[config.mk]
export PLATFORM = sky130hd
export DESIGN_NAME = regfile_wb_arbiter
export DESIGN_NICKNAME = d
export VERILOG_FILES = /design/src/rtl/regfile_pkg.sv /design/src/rtl/wb_rr_picker.sv /design/src/rtl/regfile_wb_arbiter.sv
export SDC_FILE = /design/constraint.sdc
export NUM_CORES = 1
export LEC_CHECK = 0
export BUFFER_PORTS_ARGS = -buffer_cell sky130_fd_sc_hd__buf_2
export CORE_UTILIZATION = 50
export DETAILED_ROUTE_END_ITERATION = 8
export GPL_TIMING_DRIVEN = 0
export HOLD_SLACK_MARGIN = 0.1
export PLACE_DENSITY = 0.83
export REMOVE_ABC_BUFFERS = 1
export SYNTH_ARGS = -nofsm -noshare
export SYNTH_HDL_FRONTEND = slang
export SYNTH_HIERARCHICAL = 1
export SYNTH_SLANG_ARGS = --single-unit
[constraint.sdc]
create_clock -name clk -period 3.9 [get_ports clk]
set_input_delay 0.975 -clock clk [delete_from_list [all_inputs] [get_ports clk]]
set_output_delay 0.975 -clock clk [all_outputs]
set_load 0.01 [all_outputs]
[src/rtl/regfile_pkg.sv]
`default_nettype none
// ============================================================================
// Module      : regfile_pkg
// Description : Shared constants and types for the register-file writeback
//               arbiter: register/data widths, the requester enum used as the
//               round-robin pointer, and the writeback request struct.
// Revision    : 1.0 - initial release
// ============================================================================
package regfile_pkg;

  localparam int REG_ID_W = 4;
  localparam int DATA_W   = 16;
  localparam int NUM_REGS = 1 << REG_ID_W;

  // Which requester currently holds priority on a conflict.
  typedef enum logic {
    REQ_A = 1'b0,
    REQ_B = 1'b1
  } req_e;

  // One writeback request as seen at the arbiter input.
  typedef struct packed {
    logic                valid;
    logic [REG_ID_W-1:0] reg_id;
    logic [DATA_W-1:0]   data;
  } wb_req_t;

  function automatic req_e other_req(input req_e r);
    return (r == REQ_A) ? REQ_B : REQ_A;
  endfunction

endpackage
`default_nettype wire

[src/rtl/wb_rr_picker.sv]
`default_nettype none
// ============================================================================
// Module      : wb_rr_picker
// Description : Two-way round-robin grant with its priority pointer.
//               A grant never depends on the requester's own valid: a side is
//               blocked only when the other side is valid and holds priority.
//               The pointer flips only on a true conflict (both valid).
// Ports       : clk, rst_n         - clock, async active-low reset
//               a_valid, b_valid   - requests from A (ALU) and B (load)
//               a_grant, b_grant   - grants (ready) back to the requesters
// Revision    : 1.0 - initial release
// ============================================================================
module wb_rr_picker
  import regfile_pkg::*;
(
  input  logic clk,
  input  logic rst_n,
  input  logic a_valid,
  input  logic b_valid,
  output logic a_grant,
  output logic b_grant
);

  req_e r_prio;
  req_e w_prio_nxt;

  // State register
  always_ff @(posedge clk or negedge rst_n) begin
    if (!rst_n) begin
      r_prio <= REQ_A;
    end else begin
      r_prio <= w_prio_nxt;
    end
  end

  // Next-state: the side that just won a conflict hands priority over.
  always_comb begin
    w_prio_nxt = r_prio;
    if (a_valid && b_valid) begin
      w_prio_nxt = other_req(r_prio);
    end
  end

  // Outputs
  always_comb begin
    a_grant = !(b_valid && (r_prio == REQ_B));
    b_grant = !(a_valid && (r_prio == REQ_A));
  end

endmodule
`default_nettype wire

[src/rtl/regfile_wb_arbiter.sv]
`default_nettype none
// ============================================================================
// Module      : regfile_wb_arbiter
// Description : Shares the single register-file write port between the ALU
//               (A) and load (B) writeback paths. The winning request is
//               registered toward the register file (1-cycle latency), and a
//               per-register pending-write scoreboard lets decode stall on
//               sources whose producer has not yet written back.
// Ports       : clk, rst_n                      - clock, async active-low reset
//               a_valid/a_ready/a_reg/a_data    - requester A handshake
//               b_valid/b_ready/b_reg/b_data    - requester B handshake
//               wr_en/wr_reg/wr_data            - registered register-file write
//               rsv_en/rsv_reg                  - decode destination reservation
//               src1_reg/src2_reg               - decode source lookups
//               src1_busy/src2_busy             - source has a pending write
//               busy                            - full scoreboard vector
// Revision    : 1.0 - initial release
// ============================================================================
module regfile_wb_arbiter
  import regfile_pkg::*;
#(
  // Widths must match regfile_pkg, since wb_req_t is sized from the package.
  parameter int NUM_REGS = regfile_pkg::NUM_REGS,
  parameter int REG_ID_W = regfile_pkg::REG_ID_W,
  parameter int DATA_W   = regfile_pkg::DATA_W
)
(
  input  logic                clk,
  input  logic                rst_n,
  input  logic                a_valid,
  output logic                a_ready,
  input  logic [REG_ID_W-1:0] a_reg,
  input  logic [DATA_W-1:0]   a_data,
  input  logic                b_valid,
  output logic                b_ready,
  input  logic [REG_ID_W-1:0] b_reg,
  input  logic [DATA_W-1:0]   b_data,
  output logic                wr_en,
  output logic [REG_ID_W-1:0] wr_reg,
  output logic [DATA_W-1:0]   wr_data,
  input  logic                rsv_en,
  input  logic [REG_ID_W-1:0] rsv_reg,
  input  logic [REG_ID_W-1:0] src1_reg,
  input  logic [REG_ID_W-1:0] src2_reg,
  output logic                src1_busy,
  output logic                src2_busy,
  output logic [NUM_REGS-1:0] busy
);

  wb_req_t w_req_a;
  wb_req_t w_req_b;
  wb_req_t w_win;
  logic    w_grant_a;
  logic    w_grant_b;

  logic                r_wr_en;
  logic [REG_ID_W-1:0] r_wr_reg;
  logic [DATA_W-1:0]   r_wr_data;
  logic [NUM_REGS-1:0] r_busy;

  // --------------------------------------------------------------------------
  // Arbitration
  // --------------------------------------------------------------------------
  wb_rr_picker u_picker (
    .clk     (clk),
    .rst_n   (rst_n),
    .a_valid (a_valid),
    .b_valid (b_valid),
    .a_grant (w_grant_a),
    .b_grant (w_grant_b)
  );

  always_comb begin
    w_req_a.valid  = a_valid;
    w_req_a.reg_id = a_reg;
    w_req_a.data   = a_data;
    w_req_b.valid  = b_valid;
    w_req_b.reg_id = b_reg;
    w_req_b.data   = b_data;
  end

  // At most one side can transfer per cycle: when both are valid exactly one
  // grant is high. w_win.valid therefore doubles as "a transfer happens".
  always_comb begin
    w_win = '0;
    if (w_req_a.valid && w_grant_a) begin
      w_win = w_req_a;
    end else if (w_req_b.valid && w_grant_b) begin
      w_win = w_req_b;
    end
  end

  // --------------------------------------------------------------------------
  // Registered write toward the register file; reg/data hold when idle.
  // --------------------------------------------------------------------------
  always_ff @(posedge clk or negedge rst_n) begin
    if (!rst_n) begin
      r_wr_en   <= 1'b0;
      r_wr_reg  <= '0;
      r_wr_data <= '0;
    end else begin
      r_wr_en <= w_win.valid;
      if (w_win.valid) begin
        r_wr_reg  <= w_win.reg_id;
        r_wr_data <= w_win.data;
      end
    end
  end

  // --------------------------------------------------------------------------
  // Pending-write scoreboard. A reservation in the same cycle as a writeback
  // to that register wins, since it represents a newer producer.
  // --------------------------------------------------------------------------
  for (genvar gi = 0; gi < NUM_REGS; gi++) begin : g_sb
    logic w_set;
    logic w_clr;

    assign w_set = rsv_en && (rsv_reg == REG_ID_W'(gi));
    assign w_clr = w_win.valid && (w_win.reg_id == REG_ID_W'(gi));

    always_ff @(posedge clk or negedge rst_n) begin
      if (!rst_n) begin
        r_busy[gi] <= 1'b0;
      end else begin
        r_busy[gi] <= w_set | (r_busy[gi] & ~w_clr);
      end
    end
  end

  // --------------------------------------------------------------------------
  // Outputs
  // --------------------------------------------------------------------------
  assign a_ready   = w_grant_a;
  assign b_ready   = w_grant_b;
  assign wr_en     = r_wr_en;
  assign wr_reg    = r_wr_reg;
  assign wr_data   = r_wr_data;
  assign busy      = r_busy;
  assign src1_busy = r_busy[src1_reg];
  assign src2_busy = r_busy[src2_reg];

endmodule
`default_nettype wire

==> impl_metrics.env <==
export IMPL_status="complete, no violations"
export IMPL_cts_hold_buf=0
export IMPL_yosysSeqAreaShare_pct=47.0
export IMPL_clk_pin_slew_ps=70
export IMPL_die_area_sq_um=4300
export IMPL_yosys_area_top_type_share_pct=47.0
export IMPL_synthFlopType="dfrtp_1"
export IMPL_vias=1921
export IMPL_start_util_pct=53.6
export IMPL_syn_area_sq_um=2020
export IMPL_route_detailed_drc=0
export IMPL_max_freq_mhz=313
export IMPL_avgRoutedWirePerCell_um=15.1
export IMPL_synth_top_area_cell="dfrtp_1"
export IMPL_finalClockSkew_ps=4.24
export IMPL_crit_path_top_delay_cell="mux4_1"
export IMPL_post_synth_top_count_cell="o21ai_0"
export IMPL_finalSetupTns_ps=0
export IMPL_netlist_top_cells_count="o21ai_0 (44), dfrtp_1 (38), nand2_1 (26), mux2i_1 (21), o21ai_1 (8)"
export IMPL_final_nets=347
export IMPL_n_antenna_cell=0
export IMPL_crit_top_cell="buf_2"
export IMPL_synth_seq_cells=38
export IMPL_cts_resized=0
export IMPL_cts_root_buf="clkbuf_8"
export IMPL_leakage_uw=0.00130
export IMPL_hpwl_um=3870
export IMPL_cts_buffers=5
export IMPL_synth_cells=193
export IMPL_synth_edf_count=0
export IMPL_grt_max_degree=45
export IMPL_rows=22
export IMPL_period_needed_ps=3190
export IMPL_path_cells="buf_2, mux4_1, nor2b_1, a211oi_1, a21oi_1, buf_2"
export IMPL_cts_path_max_buffers=2
export IMPL_ant_nets=0
export IMPL_worst_setup_path_start_kind="input pin"
export IMPL_hold_viol=0
export IMPL_numPortBuffers=97
export IMPL_critPathCaptureType="output port"
export IMPL_antenna_found_initial=0
export IMPL_cts_tree="yes"
export IMPL_slew_viol_final=0
export IMPL_rsz0062_at_grt="false"
export IMPL_stdcell_area_sq_um=2610
export IMPL_grt_overflow=0
export IMPL_first_global_vias=1920
export IMPL_cpPeakStageDelay_ps=550
export IMPL_required_ps=2920
export IMPL_ys_types=33
export IMPL_area_growth_pct=29.0
export IMPL_yosys_warnings=6
export IMPL_maxCapViolCount=0
export IMPL_critical_path_top_delay_family="multiplexers"
export IMPL_critPathBufInv=2
export IMPL_relSlewSlack_pct=16.4
export IMPL_viasPerCell=5.68
export IMPL_grt_pass1_wl_um=8420
export IMPL_avgSynthCellArea_sq_um=10.5
export IMPL_cp_data_arrival_time_ps=2220
export IMPL_crit_fanout=4
export IMPL_routed_wl_um=5110
export IMPL_cts_sinks=38
export IMPL_final_cells=338
export IMPL_grt_total_usage_pct=26.0
export IMPL_setup_violations_final=0
export IMPL_post_dp_cell_area_sq_um=2530
export IMPL_path_class="in -> out"
export IMPL_dpl_cell_count=331
export IMPL_drive_gt1_share_pct=37.9
export IMPL_ios=98
export IMPL_drt_pass1_iter_count=5
export IMPL_die_h_um=65.6
export IMPL_ys_top_cells_by_area="dfrtp_1 (47%), o21ai_0 (11%), mux2i_1 (10%), mux4_2 (6.7%), nand2_1 (4.8%)"
export IMPL_drt_iter0_markers=150
export IMPL_core_area_sq_um=3770
export IMPL_pre_cts_ws_ps=691
export IMPL_globalplace_congestion=0.839
export IMPL_layout_worst_path_cycle_share_pct=81.9
export IMPL_insertion_delay_ps=290
export IMPL_cts_setup_buffers=0
export IMPL_setup_ws_ps=708
export IMPL_power_per_cell_area_nw_per_um2=549
export IMPL_hold_class="reg -> reg"
export IMPL_vdd_drop_max_v=0.000287
export IMPL_worst_pin_slew_ps=1250
export IMPL_async_flop_share_pct=100
export IMPL_cts_htree_levels=2
export IMPL_die_width_um=65.6
==> layout make-up <==
cell class	count	area [sq um]
flip-flops and latches	38	951
clock buffers	7	76.3
fillers	302	1160
multi-input cells	146	1030
inverters	2	7.51
well taps	48	60.1
repair buffers	97	485
==> power breakdown <==
group          switching [uW]  total, uW  internal [uW]  leakage, uW
Clock                     125        248            123    0.0000383
Sequential               98.3        620            522     0.000456
Combinational             299        564            265     0.000804
Total                     523       1430            910      0.00130
==> cell usage in the layout, fill, tap and decap left out, drive strengths merged, types with 2 or more instances in the layout <==
| master | instances |
|---|---|
| nand2 | 26 |
| nand2b | 3 |
| mux2i | 21 |
| nor2 | 2 |
| clkbuf | 7 |
| nor2b | 2 |
| o211ai | 2 |
| dfrtp | 38 |
| a21oi | 5 |
| buf | 97 |
| mux4 | 8 |
| o21ai | 52 |
| a31oi | 4 |
| a211oi | 2 |
| and4 | 2 |
| and4b | 2 |
| and3 | 2 |
| nand3b | 2 |
| inv | 2 |
==> kinds of logic after synthesis <==
family	after synthesis	share of synthesized area, %
DFF	38	47.0
and+or+nand+nor	47	12.1
muxes	29	19.7
buffers and inverters	9	2.17
xor gates and xnor gates	1	0.433
AOI/OAI and AO/OA	69	18.6
==> worst register-to-register path, cell delays in order, from the launching register on <==
cell	delay, ps
dfrtp_1	400
nand2_1	240
and2_1	1020
o31ai_1	360
o21ai_0	280
o21ai_0	140
==> final timing paths <==
check | from | endpoint | slack [ps] | depth (start not counted)
worst min-delay path | u_picker/r_prio$_DFFE_PN0P_ | u_picker/r_prio$_DFFE_PN0P_ | 490 | 1
max in group asynchronous | rst_n | busy[5]$_DFF_PN0_ | 2580 | 1
worst max register to register | u_picker/r_prio$_DFFE_PN0P_ | busy[0]$_DFF_PN0_ | 1340 | 5
min in group asynchronous | rst_n | wr_data[1]$_DFFE_PN0P_ | 780 | 1
worst min register to register | u_picker/r_prio$_DFFE_PN0P_ | u_picker/r_prio$_DFFE_PN0P_ | 490 | 1
worst max-delay path | src1_reg[0] | src1_busy | 710 | 6
==> per-layer routing <==
metal | GRT usage [%] | up-vias | wire [um]
met5 | 0 | - | 0
met4 | 9.51 | 0 | 90
met3 | 5.56 | 10 | 265
met2 | 45.2 | 83 | 2610
met1 | 31.4 | 908 | 2140
li1 | - | 920 | -
==> stage by stage <==
| step | total power, uW | hold slack, ps | util (%) |
|---|---|---|---|
| global route | 1530 | 510 | 69.1 |
| detailed placement | 1190 | 482 | 67.1 |
| global placement | 1160 | 473 | 67.1 |
| floorplan | 931 | 458 | - |
| finish | 1430 | 494 | 69.1 |
| CTS | 1440 | 495 | 69.1 |
(Power assumes the default switching activity.)
